`src/rtl/bram0_stream_loader_if.sv`:
```
// Byte-stream handshake bundle feeding bram0_stream_loader.
//   s_valid_i : producer has a byte on s_data_i
//   s_ready_o : loader can accept a byte this cycle (registered in the loader)
//   s_data_i  : byte payload
//   s_last_i  : final byte of a frame, qualified by valid & ready
// The master modport is the byte producer; the slave modport is the loader.
interface bram0_stream_loader_if #(
  parameter int IN_DATA_WIDTH = 8
);
  logic                     s_valid_i;
  logic                     s_ready_o;
  logic [IN_DATA_WIDTH-1:0] s_data_i;
  logic                     s_last_i;

  modport master (output s_valid_i, output s_data_i, output s_last_i, input s_ready_o);
  modport slave  (input s_valid_i, input s_data_i, input s_last_i, output s_ready_o);
endinterface

```
`src/rtl/bram0_stream_loader.sv`:
```
// Packs an incoming byte stream into 32-bit words and writes them into BRAM0
// through port A. At the end of a frame it pulses start_run_o towards the
// BRAM accessor, with run_count_o = last word address, and then waits for
// done_i before it accepts the next frame.
// Ports:
//   clk, reset_n              clock (rising edge), async active-low reset
//   s (slave)                 valid/ready byte stream with last marker
//   done_i                    accessor finished its run
//   start_run_o, run_count_o  run kick pulse and word count minus one
//   addr_b0_o, ce_b0_o,
//   we_b0_o, d_b0_o           BRAM0 port-A write strobe and payload
//   busy_o                    loader is not idle
//   ovf_o                     sticky: the frame held more words than BRAM0
module bram0_stream_loader #(
  parameter int CNT_BIT       = 31,
  parameter int DWIDTH_1      = 32,
  parameter int AWIDTH        = 8,
  parameter int MEM_SIZE      = 256,
  parameter int IN_DATA_WIDTH = 8
) (
  input  logic                clk,
  input  logic                reset_n,
  bram0_stream_loader_if.slave s,
  input  logic                done_i,
  output logic                start_run_o,
  output logic [CNT_BIT-1:0]  run_count_o,
  output logic [AWIDTH-1:0]   addr_b0_o,
  output logic                ce_b0_o,
  output logic                we_b0_o,
  output logic [DWIDTH_1-1:0] d_b0_o,
  output logic                busy_o,
  output logic                ovf_o
);

  typedef enum logic [1:0] {
    S_IDLE = 2'd0,
    S_FILL = 2'd1,
    S_KICK = 2'd2,
    S_WAIT = 2'd3
  } state_t;

  // The pointer is one bit wider than the address so that "memory full"
  // (MEM_SIZE words written) is representable without wrapping.
  localparam logic [AWIDTH:0] MEM_LIMIT = (AWIDTH + 1)'(MEM_SIZE);
  localparam int              IW        = IN_DATA_WIDTH;

  state_t              state_r;
  logic [AWIDTH:0]     word_ptr_r;
  logic [1:0]          lane_r;
  logic [DWIDTH_1-1:0] pack_r;
  logic                last_pend_r;

  logic                accept_s;
  logic [DWIDTH_1-1:0] word_s;
  logic [AWIDTH:0]     ptr_base_s;
  logic                room_s;
  logic                word_done_s;
  logic [AWIDTH:0]     ptr_m1_s;

  // Merge the incoming byte into its lane and decide whether a word completes.
  always_comb begin
    accept_s = s.s_valid_i & s.s_ready_o;
    word_s   = pack_r;
    case (lane_r)
      2'd0:    word_s[4*IW-1 -: IW] = s.s_data_i;
      2'd1:    word_s[3*IW-1 -: IW] = s.s_data_i;
      2'd2:    word_s[2*IW-1 -: IW] = s.s_data_i;
      2'd3:    word_s[1*IW-1 -: IW] = s.s_data_i;
      default: word_s = pack_r;
    endcase
    // The first byte of a frame starts from address 0 even though the
    // pointer register still holds the previous frame's count.
    if (state_r == S_IDLE) begin
      ptr_base_s = '0;
    end else begin
      ptr_base_s = word_ptr_r;
    end
    room_s      = (ptr_base_s < MEM_LIMIT);
    word_done_s = (lane_r == 2'd3) | s.s_last_i;
    ptr_m1_s    = word_ptr_r - {{AWIDTH{1'b0}}, 1'b1};
  end

  // Frame FSM with all outputs registered; write strobe and kick are one-cycle pulses.
  always_ff @(posedge clk or negedge reset_n) begin
    if (!reset_n) begin
      state_r     <= S_IDLE;
      word_ptr_r  <= '0;
      lane_r      <= 2'd0;
      pack_r      <= '0;
      last_pend_r <= 1'b0;
      s.s_ready_o <= 1'b1;
      start_run_o <= 1'b0;
      run_count_o <= '0;
      addr_b0_o   <= '0;
      ce_b0_o     <= 1'b0;
      we_b0_o     <= 1'b0;
      d_b0_o      <= '0;
      busy_o      <= 1'b0;
      ovf_o       <= 1'b0;
    end else begin
      ce_b0_o     <= 1'b0;
      we_b0_o     <= 1'b0;
      addr_b0_o   <= '0;
      d_b0_o      <= '0;
      start_run_o <= 1'b0;
      case (state_r)
        S_IDLE, S_FILL: begin
          if (last_pend_r) begin
            // The final word went out last cycle; now kick the accessor.
            state_r     <= S_KICK;
            last_pend_r <= 1'b0;
            start_run_o <= 1'b1;
            run_count_o <= {{(CNT_BIT - AWIDTH - 1){1'b0}}, ptr_m1_s};
          end else if (accept_s) begin
            state_r <= S_FILL;
            busy_o  <= 1'b1;
            if (!room_s) begin
              ovf_o <= 1'b1;
            end else if (state_r == S_IDLE) begin
              ovf_o <= 1'b0;
            end else begin
              ovf_o <= ovf_o;
            end
            if (word_done_s) begin
              lane_r <= 2'd0;
              pack_r <= '0;
              if (room_s) begin
                ce_b0_o    <= 1'b1;
                we_b0_o    <= 1'b1;
                addr_b0_o  <= ptr_base_s[AWIDTH-1:0];
                d_b0_o     <= word_s;
                word_ptr_r <= ptr_base_s + {{AWIDTH{1'b0}}, 1'b1};
              end else begin
                word_ptr_r <= ptr_base_s;
              end
            end else begin
              lane_r     <= lane_r + 2'd1;
              pack_r     <= word_s;
              word_ptr_r <= ptr_base_s;
            end
            if (s.s_last_i) begin
              last_pend_r <= 1'b1;
              s.s_ready_o <= 1'b0;
            end else begin
              last_pend_r <= 1'b0;
            end
          end else begin
            state_r <= state_r;
          end
        end
        S_KICK: begin
          state_r <= S_WAIT;
        end
        S_WAIT: begin
          if (done_i) begin
            state_r     <= S_IDLE;
            s.s_ready_o <= 1'b1;
            busy_o      <= 1'b0;
          end else begin
            state_r <= S_WAIT;
          end
        end
        default: begin
          state_r     <= S_IDLE;
          s.s_ready_o <= 1'b1;
          busy_o      <= 1'b0;
          last_pend_r <= 1'b0;
        end
      endcase
    end
  end

endmodule

```
`src/flat_wrapper.sv`:
```
// flat-port wrapper written by rule: the top's interface ports become plain ports
module bram0_stream_loader_flat 
#(
  parameter int CNT_BIT       = 31,
  parameter int DWIDTH_1      = 32,
  parameter int AWIDTH        = 8,
  parameter int MEM_SIZE      = 256,
  parameter int IN_DATA_WIDTH = 8
)
  (clk, reset_n, done_i, start_run_o, run_count_o, addr_b0_o, ce_b0_o, we_b0_o, d_b0_o, busy_o, ovf_o, s_s_valid_i, s_s_data_i, s_s_last_i, s_s_ready_o);
  bram0_stream_loader_if #(.IN_DATA_WIDTH(IN_DATA_WIDTH)) s_i ();
  input  logic clk;
  input  logic reset_n;
  input  logic done_i;
  output logic start_run_o;
  output logic [CNT_BIT-1:0] run_count_o;
  output logic [AWIDTH-1:0] addr_b0_o;
  output logic ce_b0_o;
  output logic we_b0_o;
  output logic [DWIDTH_1-1:0] d_b0_o;
  output logic busy_o;
  output logic ovf_o;
  input wire logic [$bits(s_i.s_valid_i)-1:0] s_s_valid_i;
  input wire logic [$bits(s_i.s_data_i)-1:0] s_s_data_i;
  input wire logic [$bits(s_i.s_last_i)-1:0] s_s_last_i;
  output wire logic [$bits(s_i.s_ready_o)-1:0] s_s_ready_o;
  assign s_i.s_valid_i = s_s_valid_i;
  assign s_i.s_data_i = s_s_data_i;
  assign s_i.s_last_i = s_s_last_i;
  assign s_s_ready_o = s_i.s_ready_o;
  bram0_stream_loader #(.CNT_BIT(CNT_BIT), .DWIDTH_1(DWIDTH_1), .AWIDTH(AWIDTH), .MEM_SIZE(MEM_SIZE), .IN_DATA_WIDTH(IN_DATA_WIDTH)) u_core (.clk(clk), .reset_n(reset_n), .s(s_i), .done_i(done_i), .start_run_o(start_run_o), .run_count_o(run_count_o), .addr_b0_o(addr_b0_o), .ce_b0_o(ce_b0_o), .we_b0_o(we_b0_o), .d_b0_o(d_b0_o), .busy_o(busy_o), .ovf_o(ovf_o));
endmodule
```
`config.mk`:
```
export PLATFORM = sky130hd
export DESIGN_NAME = bram0_stream_loader_flat
export DESIGN_NICKNAME = d
export VERILOG_FILES = /design/src/rtl/bram0_stream_loader_if.sv /design/src/rtl/bram0_stream_loader.sv /design/src/flat_wrapper.sv
export SDC_FILE = /design/constraint.sdc
export NUM_CORES = 1
export LEC_CHECK = 0
export ABC_AREA = 1
export CORE_MARGIN = 3
export CORE_UTILIZATION = 51
export CTS_CLUSTER_SIZE = 24
export DETAILED_ROUTE_END_ITERATION = 6
export PLACE_DENSITY = 0.79
export RECOVER_POWER = 50
export SETUP_SLACK_MARGIN = 0.2
export SYNTH_ARGS = -nofsm -noshare
export SYNTH_HDL_FRONTEND = slang
export SYNTH_SLANG_ARGS = --single-unit
```
`constraint.sdc`:
```
create_clock -name clk -period 2.11 [get_ports clk]
set_clock_uncertainty 0.05 [all_clocks]
set_input_delay 0.5275 -clock clk [delete_from_list [all_inputs] [get_ports clk]]
set_output_delay 0.5275 -clock clk [all_outputs]
set_load 0.01 [all_outputs]
```
==> flow_metrics.py, run 1 <==
metrics = {
    "worst_setup_path": {
        "critPathSlowestCell": "clkdlybuf4s50_1",
        "crit_path_max_fanout": 2,
        "r2r_start": "u_core.state_r[0]",
        "startpoint_type": "register",
        "endpoint_kind": "output port",
        "cp_slowest_stage_delay_ns": 0.55,
        "crit_family": "buffers and inverters",
        "crit_type": "register to output port",
        "cp_cell_sequence": "clkdlybuf4s50_1",
        "cp.arrival_ns": 1.30,
        "required_ns": 1.53,
        "reg2reg_setup_slack_ns": 0.39,
        "reg2reg_to": "u_core.word_ptr_r[6]",
        "rr_worst_depth": 12,
        "path_buf_inv": 1,
    },
    "route": {
        "wl_um": 9870,
        "firstDrtPassIters": 5,
        "ant_nets": 0,
        "viasPerCell": 5.14,
        "vias": 3492,
        "post_drt_wl_per_cell_um": 14.5,
        "drc": 0,
        "first_iter_violations": 193,
    },
    "hold_path": {
        "min_path_cells": 2,
        "min_path_type": "register to register",
        "holdCritStartpoint": "u_core.s.s_ready_o",
        "min_to": "u_core.s.s_ready_o",
    },
    "sta": {
        "hold_viol": 0,
        "slew_violations": 26,
        "setup_viol": 0,
        "worst_pin_slew_ns": 1.55,
        "period_needed_ns": 1.88,
        "slew_headroom_pct": -3.33,
        "setup_ws_ns": 0.231,
        "fin_crit_sh_pct": 89.0,
        "fmax_ghz": 0.532,
        "tns_ns": 0,
        "rsz0062_at_grt": "false",
    },
    "finish": {
        "fillCellCount": 688,
        "post-route-util_pct": 64.7,
        "final-seq-area_um2": 2500,
        "synthToLayoutAreaGrowth_pct": 21.1,
        "final_layout_size_suffix_gt1_share_pct": 9.57,
        "multi_input_area_um2": 1560,
        "antenna_cells": 0,
        "fin_nets": 590,
    },
    "floorplan": {
        "initial_utilization_pct": 53.4,
        "die_h_um": 99.5,
        "fp.coreArea_um2": 8340,
        "dieArea_um2": 9890,
        "std_cell_rows": 33,
        "die_w_um": 99.5,
        "pin_count": 90,
    },
    "clock_network": {
        "cts.sinks": 100,
        "cts.htree.levels": 3,
        "hold_buffers": 0,
        "numCtsBuffers": 9,
        "clkTransAtPathRegs_ns": 0.10,
        "clockBufferDepth": 2,
        "cts_tree": "done",
        "cts_root_buf": "clkbuf_8",
        "clk_latency_ns": 0.37,
    },
    "place": {
        "post-place-ws_ns": 0.0336,
        "dp_hpwl_um": 7180,
        "place.gp.congestion": 0.883,
        "portBuffers": 67,
    },
    "synth": {
        "syn-cell-area_um2": 4450,
        "yosysSeqAreaShare_pct": 56.2,
        "ys.flop_type": "dfrtp_1",
        "ys_ff_latch": 100,
        "synth_cell_types": 29,
        "syn_inst": 491,
        "synth-async-reset-ratio_pct": 100,
        "yosys_warnings": 0,
        "synth_edf_count": 0,
        "avgSynthCellArea_um2": 9.07,
    },
    "global_route": {
        "grt_pass1_vias": 3422,
        "grt_pass1_wl_um": 16500,
        "grtUsageTotal_pct": 21.1,
        "grt-ovfl-total": 0,
        "grt_max_degree": 46,
        "antenna_found_initial": 0,
    },
    "pwr": {
        "ir_worst_vdd_uv": 679,
        "p_leak_nw": 2.67,
        "power.density_nw_per_um2": 1090,
        "p_sw_share_pct": 38.8,
        "power.switching_mw": 2.27,
        "pwr-share-seq_pct": 43.4,
        "p_int_mw": 3.59,
        "comb_power_share_pct": 36.8,
        "p_clk_share_pct": 19.9,
    },
    "flow_run": {
        "cap_violations": 1,
    },
    "run_status": {
        "violations": "max-capacitance violations, max-slew violations",
        "outcome": "complete, but fails checks",
    },
}
## per-stage QoR
stage	power (mW)	area [um^2]	instances	hold slack, ns
global route	6.29	5390	680	0.453
finish	5.86	5390	680	0.426
CTS	5.80	5370	674	0.0136
global placement	4.55	5190	658	0.403
detailed placement	4.65	5190	658	0.413
floorplan	3.96	4530	512	0.182
## cells by family after synthesis
group	Yosys count	synth area share, %
flip-flops	100	56.2
AO/OA/AOI/OAI	76	9.16
other	1	0.0842
adder cells (fa/ha/maj)	7	1.97
AND/OR/NAND/NOR	219	22.2
buffers and inverters	88	10.4
## placed cells by master (no fill, tap or decap)
cell,synthesis,layout
nand2_1,121,123
or2_2,1,1
o21ai_0,57,58
nor2_2,2,2
a211oi_1,8,8
clkbuf_2,0,2
inv_2,2,1
nand2_4,2,2
nand4_1,2,2
clkdlybuf4s50_1,0,64
nor3_1,3,3
inv_1,46,47
dfstp_2,1,1
clkbuf_1,2,5
conb_1,1,22
o21ai_1,3,2
nand3_1,21,21
dfrtp_1,99,98
dfrtp_2,0,1
inv_6,0,1
a31oi_1,2,2
dlygate4sd3_1,0,1
buf_4,24,10
a21oi_1,3,3
clkinv_4,0,4
buf_12,1,3
ha_2,0,1
o211ai_1,1,1
dlygate4sd2_1,0,1
nand2_2,4,2
clkinv_2,0,1
clkbuf_8,0,10
ha_1,7,6
o22ai_1,2,2
clkinv_1,1,1
nor2_4,13,13
nor2_1,50,50
## cell usage after synthesis, drive strengths merged, types with 3 or more instances
library cell	number	area [um^2]
a211oi	8	60.1
a21oi	3	15.0
buf	37	273
dfrtp	99	2480
ha	7	87.6
inv	48	180
nand2	127	502
nand3	21	105
nor2	65	347
nor3	3	15.0
o21ai	60	300
## power by group through the flow
stage / clock network, mW / registers [mW] / logic (mW)
floorplan: 0 / 2.59 / 1.37
global placement: 0 / 2.56 / 1.99
detailed placement: 0 / 2.59 / 2.06
CTS: 1.18 / 2.55 / 2.07
global route: 1.25 / 2.59 / 2.44
finish: 1.16 / 2.54 / 2.15
## how the worst max path moves through the flow
| stage | to | slack (ns) | cells past startpoint | startpoint |
|---|---|---|---|---|
| detailed placement | u_core.word_ptr_r[7] | 0.03 | 8 | s_s_last_i |
| global placement | u_core.word_ptr_r[7] | 0.07 | 8 | s_s_last_i |
| global route | u_core.addr_b0_o[1] | 0.11 | 8 | s_s_valid_i |
| finish | ovf_o | 0.23 | 1 | u_core.ovf_o |
| CTS | u_core.word_ptr_r[6] | 0.20 | 12 | u_core.state_r[1] |
| floorplan | u_core.word_ptr_r[6] | 0.47 | 12 | u_core.state_r[1] |
## state kept, by name (all words and copies together) (netlist names)
| signal | flops |
|---|---|
| u_core.addr_b0_o | 8 |
| u_core.busy_o | 1 |
| u_core.ce_b0_o | 1 |
| u_core.d_b0_o | 32 |
| u_core.lane_r | 2 |
| u_core.last_pend_r | 1 |
| u_core.ovf_o | 1 |
| u_core.pack_r | 32 |
| u_core.run_count_o | 9 |
| u_core.s.s_ready_o | 1 |
| u_core.start_run_o | 1 |
| u_core.state_r | 2 |
| u_core.word_ptr_r | 9 |
## routing by layer
metal / share of wire [%] / wire length [um] / global-route usage [%] / up-vias
met5: 0 / 0 / 0 / -
met4: 1.7 / 168 / 7.98 / 0
met3: 5.9 / 584 / 3.44 / 17
met2: 48 / 4770 / 33.4 / 138
met1: 44 / 4350 / 29.4 / 1683
li1: - / - / - / 1654
## area by class of cell
| class | instances | area share (%) |
|---|---|---|
| inverters | 49 | 3.41 |
| multi-input cells | 324 | 29.0 |
| clock inverters | 6 | 0.905 |
| repair buffers | 86 | 15.3 |
| clock buffers | 10 | 2.55 |
| well taps | 105 | 2.44 |
| flip-flops and latches | 100 | 46.5 |
## timing repair
| action | CTS | global route |
|---|---|---|
| cloned | 0 | 0 |
| pin swaps | 0 | 2 |
| endpoints found under the setup margin | 1 | 2 |
| gates resized for setup | 1 | 2 |
| endpoints found under the hold margin | 0 | 0 |
| setup buffers | 0 | 6 |
No activity file was read; power rests on OpenSTA's default activity.
==> run 2, diff against run 1 <==
--- a/config.mk
+++ b/config.mk
@@ -10,9 +10,9 @@
 export CORE_UTILIZATION = 51
 export CTS_CLUSTER_SIZE = 24
 export DETAILED_ROUTE_END_ITERATION = 6
+export MAX_ROUTING_LAYER = met4
 export PLACE_DENSITY = 0.79
 export RECOVER_POWER = 50
-export SETUP_SLACK_MARGIN = 0.2
 export SYNTH_ARGS = -nofsm -noshare
 export SYNTH_HDL_FRONTEND = slang
 export SYNTH_SLANG_ARGS = --single-unit
==> run 2 against run 1 <==
  * The run still ends with max-capacitance violations, max-slew violations left
  * Maximum frequency fell by 7.2%
  * Power rose by 4.2%
  * Core utilization fell by 0.26 points
  * Final area fell by 0.39%
  * Count of clock-buffer cells in the layout did not move
  * Critical path depth did not move
  * Sequential power barely moved
  * Worst setup slack got worse by 0.15 ns
  * Sequential share of layout area rose by 0.16 points
  * Combinational power fell by 7%
  * Critical path type unchanged
  * Largest cell class unchanged
==> flow_metrics.py, run 2 (synthesis results as in run 1) <==
metrics = {
    "pwr": {
        "p_leak_nw": 2.66,
        "power.density_nw_per_um2": 1140,
        "ir_worst_vdd_uv": 595,
    },
    "floorplan": {
        "std_cell_rows": 33,
        "die_h_um": 99.5,
        "die_w_um": 99.5,
        "fp.coreArea_um2": 8340,
        "dieArea_um2": 9890,
        "initial_utilization_pct": 53.4,
        "pin_count": 90,
    },
    "worst_setup_path": {
        "cp_slowest_stage_delay_ns": 0.56,
        "critPathSlowestCell": "dfstp_2",
        "startpoint_type": "register",
        "cp_cell_sequence": "clkdlybuf4s50_1",
        "endpoint_kind": "output port",
        "cp.arrival_ns": 1.45,
        "crit_path_max_fanout": 3,
        "path_buf_inv": 1,
        "crit_type": "register to output port",
        "crit_family": "flip-flops",
        "required_ns": 1.53,
    },
    "sta": {
        "fin_crit_sh_pct": 95.9,
        "period_needed_ns": 2.02,
        "worst_pin_slew_ns": 1.52,
        "fmax_ghz": 0.494,
        "rsz0062_at_grt": "false",
        "setup_viol": 0,
        "hold_viol": 0,
        "tns_ns": 0,
        "slew_headroom_pct": -1.53,
        "slew_violations": 26,
    },
    "global_route": {
        "grt_pass1_wl_um": 16000,
        "grt.met1_usage_pct": 28.1,
        "grtUsageTotal_pct": 20.9,
        "met2_usage_pct": 32.2,
        "grt_max_degree": 46,
        "grt_pass1_vias": 3373,
        "use_met3_pct": 3.37,
        "grt-ovfl-total": 0,
        "busiest_layer": "met2",
        "antenna_found_initial": 0,
    },
    "hold_path": {
        "min_path_type": "register to register",
    },
    "run_status": {
        "outcome": "complete, but fails checks",
        "violations": "max-capacitance violations, max-slew violations",
    },
    "flow_run": {
        "cap_violations": 1,
    },
    "clock_network": {
        "cts_root_buf": "clkbuf_8",
        "cts_tree": "done",
        "numCtsBuffers": 9,
        "clk_latency_ns": 0.35,
        "clkTransAtPathRegs_ns": 0.09,
        "cts.repair.resized": 0,
        "postCtsSetupBuffers": 0,
        "hold_buffers": 0,
        "clockBufferDepth": 2,
        "cts.sinks": 100,
        "cts.htree.levels": 3,
    },
    "finish": {
        "design_area_um2": 5370,
        "fin_nets": 583,
        "final_cell_mix": "123 x nand2_1, 99 x dfrtp_1, 65 x clkdlybuf4s50_1, 57 x o21ai_0, 55 x nor2_1",
        "final_common_cell": "nand2_1",
        "final-seq-area_um2": 2500,
        "fillCellCount": 682,
        "multi_input_area_um2": 1520,
        "top_regs": "u_core.d_b0_o (32), u_core.pack_r (32)",
        "synthToLayoutAreaGrowth_pct": 20.6,
        "final_layout_size_suffix_gt1_share_pct": 7.75,
        "antenna_cells": 0,
    },
    "place": {
        "placedInstanceArea_um2": 5180,
        "portBuffers": 67,
        "place.gp.congestion": 0.899,
        "dp_hpwl_um": 7010,
    },
    "route": {
        "post_drt_wl_per_cell_um": 14.2,
        "viasPerCell": 5.17,
        "ant_nets": 0,
        "wl_um": 9540,
        "firstDrtPassIters": 5,
        "first_iter_violations": 278,
        "vias": 3481,
        "drc": 0,
    },
}
## run 2: cell type report
cell class | count | share of cell area [%]
clock inverters | 6 | 2.54
inverters | 49 | 3.42
clock buffers | 10 | 2.38
well taps | 105 | 2.45
multi-input cells | 324 | 28.3
flip-flops and latches | 100 | 46.6
repair buffers | 79 | 14.3
## run 2: final timing paths
kind | from | end | slack (ns) | cells after the start
hold / removal | u_core.s.s_ready_o | u_core.s.s_ready_o | 0.43 | 2
max in group asynchronous | reset_n | u_core.s.s_ready_o | 0.33 | 2
hold reg to reg | u_core.s.s_ready_o | u_core.s.s_ready_o | 0.43 | 2
min in group asynchronous | reset_n | u_core.d_b0_o[19] | 0.47 | 1
setup reg to reg | u_core.state_r[1] | u_core.word_ptr_r[6] | 0.20 | 12
setup / recovery | u_core.s.s_ready_o | s_s_ready_o | 0.09 | 1
## run 2: stage by stage
| stage | hold WS (ns) | util, % | power, mW | cells | setup slack (ns) |
|---|---|---|---|---|---|
| after floorplan | 0.182 | - | 3.96 | 512 | 0.468 |
| after global placement | 0.402 | 62.1 | 4.55 | 657 | 0.103 |
| after detailed placement | 0.411 | 62.1 | 4.63 | 657 | 0.0499 |
| after CTS | 0.0198 | 65.3 | 6.19 | 673 | 0.0701 |
| after global routing | 0.449 | 64.4 | 6.53 | 673 | 0.0246 |
| final | 0.432 | 64.4 | 6.11 | 673 | 0.0856 |
## run 2: layer usage
metal / part of all wire, % / up-vias
met4: 2.1 / 0
met3: 6.7 / 18
met1: 42 / 1662
met5: 0 / -
li1: - / 1653
met2: 49 / 148
## run 2: power by group
group | switching (mW) | internal (mW) | leakage [nW] | total (mW)
clock network | 0.642 | 0.912 | 0.127 | 1.55
logic | 1.27 | 0.731 | 1.18 | 2.01
registers | 0.239 | 2.31 | 1.36 | 2.55
==> run 3, diff against run 2 <==
==> constraint.sdc (replaced) <==
create_clock -name clk -period 2.15 [get_ports clk]
set_clock_uncertainty 0.05 [all_clocks]
set_input_delay 0.5375 -clock clk [delete_from_list [all_inputs] [get_ports clk]]
set_output_delay 0.5375 -clock clk [all_outputs]
set_load 0.01 [all_outputs]
==> run 3 against run 2 <==
  * Count of clock-buffer cells in the layout unchanged
  * Critical path type unchanged
  * Combinational power about the same
  * Highest routed layer unchanged
  * Via count down 1.1%
  * The run still ends with max-capacitance violations, max-slew violations left
  * Sequential share of layout area up 0.14 points
  * Largest cell class unchanged
  * Die area unchanged
  * Sequential cell count unchanged
==> flow_metrics.py, run 3 (synthesis results as in run 1) <==
metrics = {
    "floorplan": {
        "die_h_um": 99.5,
        "pin_count": 90,
        "die_w_um": 99.5,
        "dieArea_um2": 9890,
        "fp.coreArea_um2": 8340,
        "std_cell_rows": 33,
        "initial_utilization_pct": 53.4,
    },
    "sta": {
        "tns_ns": 0,
        "slew_headroom_pct": -4.37,
        "fin_crit_sh_pct": 94.1,
        "setup_ws_ns": 0.126,
        "rsz0062_at_grt": "false",
        "worst_pin_slew_ns": 1.57,
        "slew_violations": 27,
        "period_needed_ns": 2.02,
        "fmax_ghz": 0.494,
        "holdWs_ns": 0.425,
        "hold_viol": 0,
        "setup_viol": 0,
    },
    "clock_network": {
        "clockBufferDepth": 2,
        "cts.repair.resized": 0,
        "clkTransAtPathRegs_ns": 0.09,
        "numCtsBuffers": 9,
        "clk_latency_ns": 0.35,
        "cts.sinks": 100,
        "cts_tree": "done",
        "hold_buffers": 0,
        "cts_root_buf": "clkbuf_8",
        "cts.htree.levels": 3,
        "postCtsSetupBuffers": 0,
    },
    "route": {
        "firstDrtPassIters": 5,
        "viasPerCell": 5.11,
        "vias": 3443,
        "first_iter_violations": 145,
        "drc": 0,
        "wl_um": 9460,
        "ant_nets": 0,
        "post_drt_wl_per_cell_um": 14.0,
    },
    "finish": {
        "synthToLayoutAreaGrowth_pct": 20.2,
        "fin_nets": 584,
        "final_cell_mix": "123 x nand2_1, 99 x dfrtp_1, 65 x clkdlybuf4s50_1, 57 x o21ai_0, 51 x nor2_1",
        "fillCellCount": 691,
        "antenna_cells": 0,
        "final_layout_size_suffix_gt1_share_pct": 8.61,
        "post_layout_nonfiller_instances": 674,
        "top_regs": "u_core.d_b0_o (32), u_core.pack_r (32)",
        "design_area_um2": 5360,
        "final_common_cell": "nand2_1",
        "post-route-util_pct": 64.2,
    },
    "place": {
        "place_inst": 658,
        "place.gp.congestion": 0.895,
        "placedInstanceArea_um2": 5190,
        "portBuffers": 67,
        "post-place-ws_ns": 0.0564,
        "dp_hpwl_um": 6940,
    },
    "worst_setup_path": {
        "endpoint_kind": "output port",
        "path_buf_inv": 1,
        "r2r_start": "u_core.state_r[1]",
        "cp.arrival_ns": 1.44,
        "crit_family": "flip-flops",
        "cp_cell_sequence": "clkdlybuf4s50_1",
        "startpoint_type": "register",
        "critPathSlowestCell": "dfstp_2",
        "cp_slowest_stage_delay_ns": 0.55,
        "crit_type": "register to output port",
        "crit_start": "u_core.s.s_ready_o",
        "crit_path_max_fanout": 3,
        "required_ns": 1.56,
    },
    "run_status": {
        "violations": "max-capacitance violations, max-slew violations",
        "outcome": "complete, but fails checks",
    },
    "global_route": {
        "grt_pass1_wl_um": 15900,
        "antenna_found_initial": 0,
        "grtUsageTotal_pct": 20.7,
        "grt_max_degree": 46,
        "grt_pass1_vias": 3350,
        "grt-ovfl-total": 0,
    },
    "hold_path": {
        "min_path_type": "register to register",
        "holdCritStartpoint": "u_core.s.s_ready_o",
    },
    "pwr": {
        "total_power_mw": 5.71,
        "ir_worst_vdd_uv": 544,
        "power.density_nw_per_um2": 1070,
        "p_leak_nw": 2.65,
    },
    "flow_run": {
        "cap_violations": 1,
    },
}
==> run 3: changes by cell type in the layout (fill, tap and decap cells not counted), sizes merged <==
cell | before | now
buf | 7 | 9
clkbuf | 16 | 15
clkinv | 1 | 3
bufinv | 4 | 1
inv | 49 | 51
clkinvlp | 1 | 0
==> run 3: layout make-up <==
class                   instances  area, um^2  area share [%]
inverters                      49         184            3.43
repair buffers                 80         786            14.7
clock inverters                 6        70.1            1.31
clock buffers                  10         128            2.38
flip-flops and latches        100        2500            46.8
multi-input cells             324        1550            29.0
well taps                     105         131            2.45
==> run 3: path summary, 6_finish.rpt <==
check | end | cells past startpoint | slack [ns]
max reg2reg | u_core.word_ptr_r[6] | 12 | 0.21
max in group asynchronous | u_core.s.s_ready_o | 2 | 0.34
min | u_core.s.s_ready_o | 2 | 0.42
max | s_s_ready_o | 1 | 0.13
min reg2reg | u_core.s.s_ready_o | 2 | 0.42
min in group asynchronous | u_core.pack_r[19] | 1 | 0.50
==> run 3: where the power goes <==
part | leakage (nW) | internal [mW] | switching, mW
combinational | 1.19 | 0.731 | 1.28
clock | 0.102 | 0.552 | 0.653
sequential | 1.36 | 2.27 | 0.231
==> run 3: per-layer routing <==
| metal | part of all wire, % | routed length (um) | track usage [%] |
|---|---|---|---|
| met5 | 0 | 0 | - |
| met4 | 2.0 | 185 | 8.19 |
| met3 | 5.5 | 525 | 3.44 |
| met2 | 47 | 4450 | 30.8 |
| met1 | 45 | 4300 | 28.7 |
==> run 3: tightest hold or removal path, delay by kind of cell (launching register included) <==
kind | cells | cell delay [ns]
flip-flops | 1 | 0.38
AND/OR/NAND/NOR | 2 | 0.09
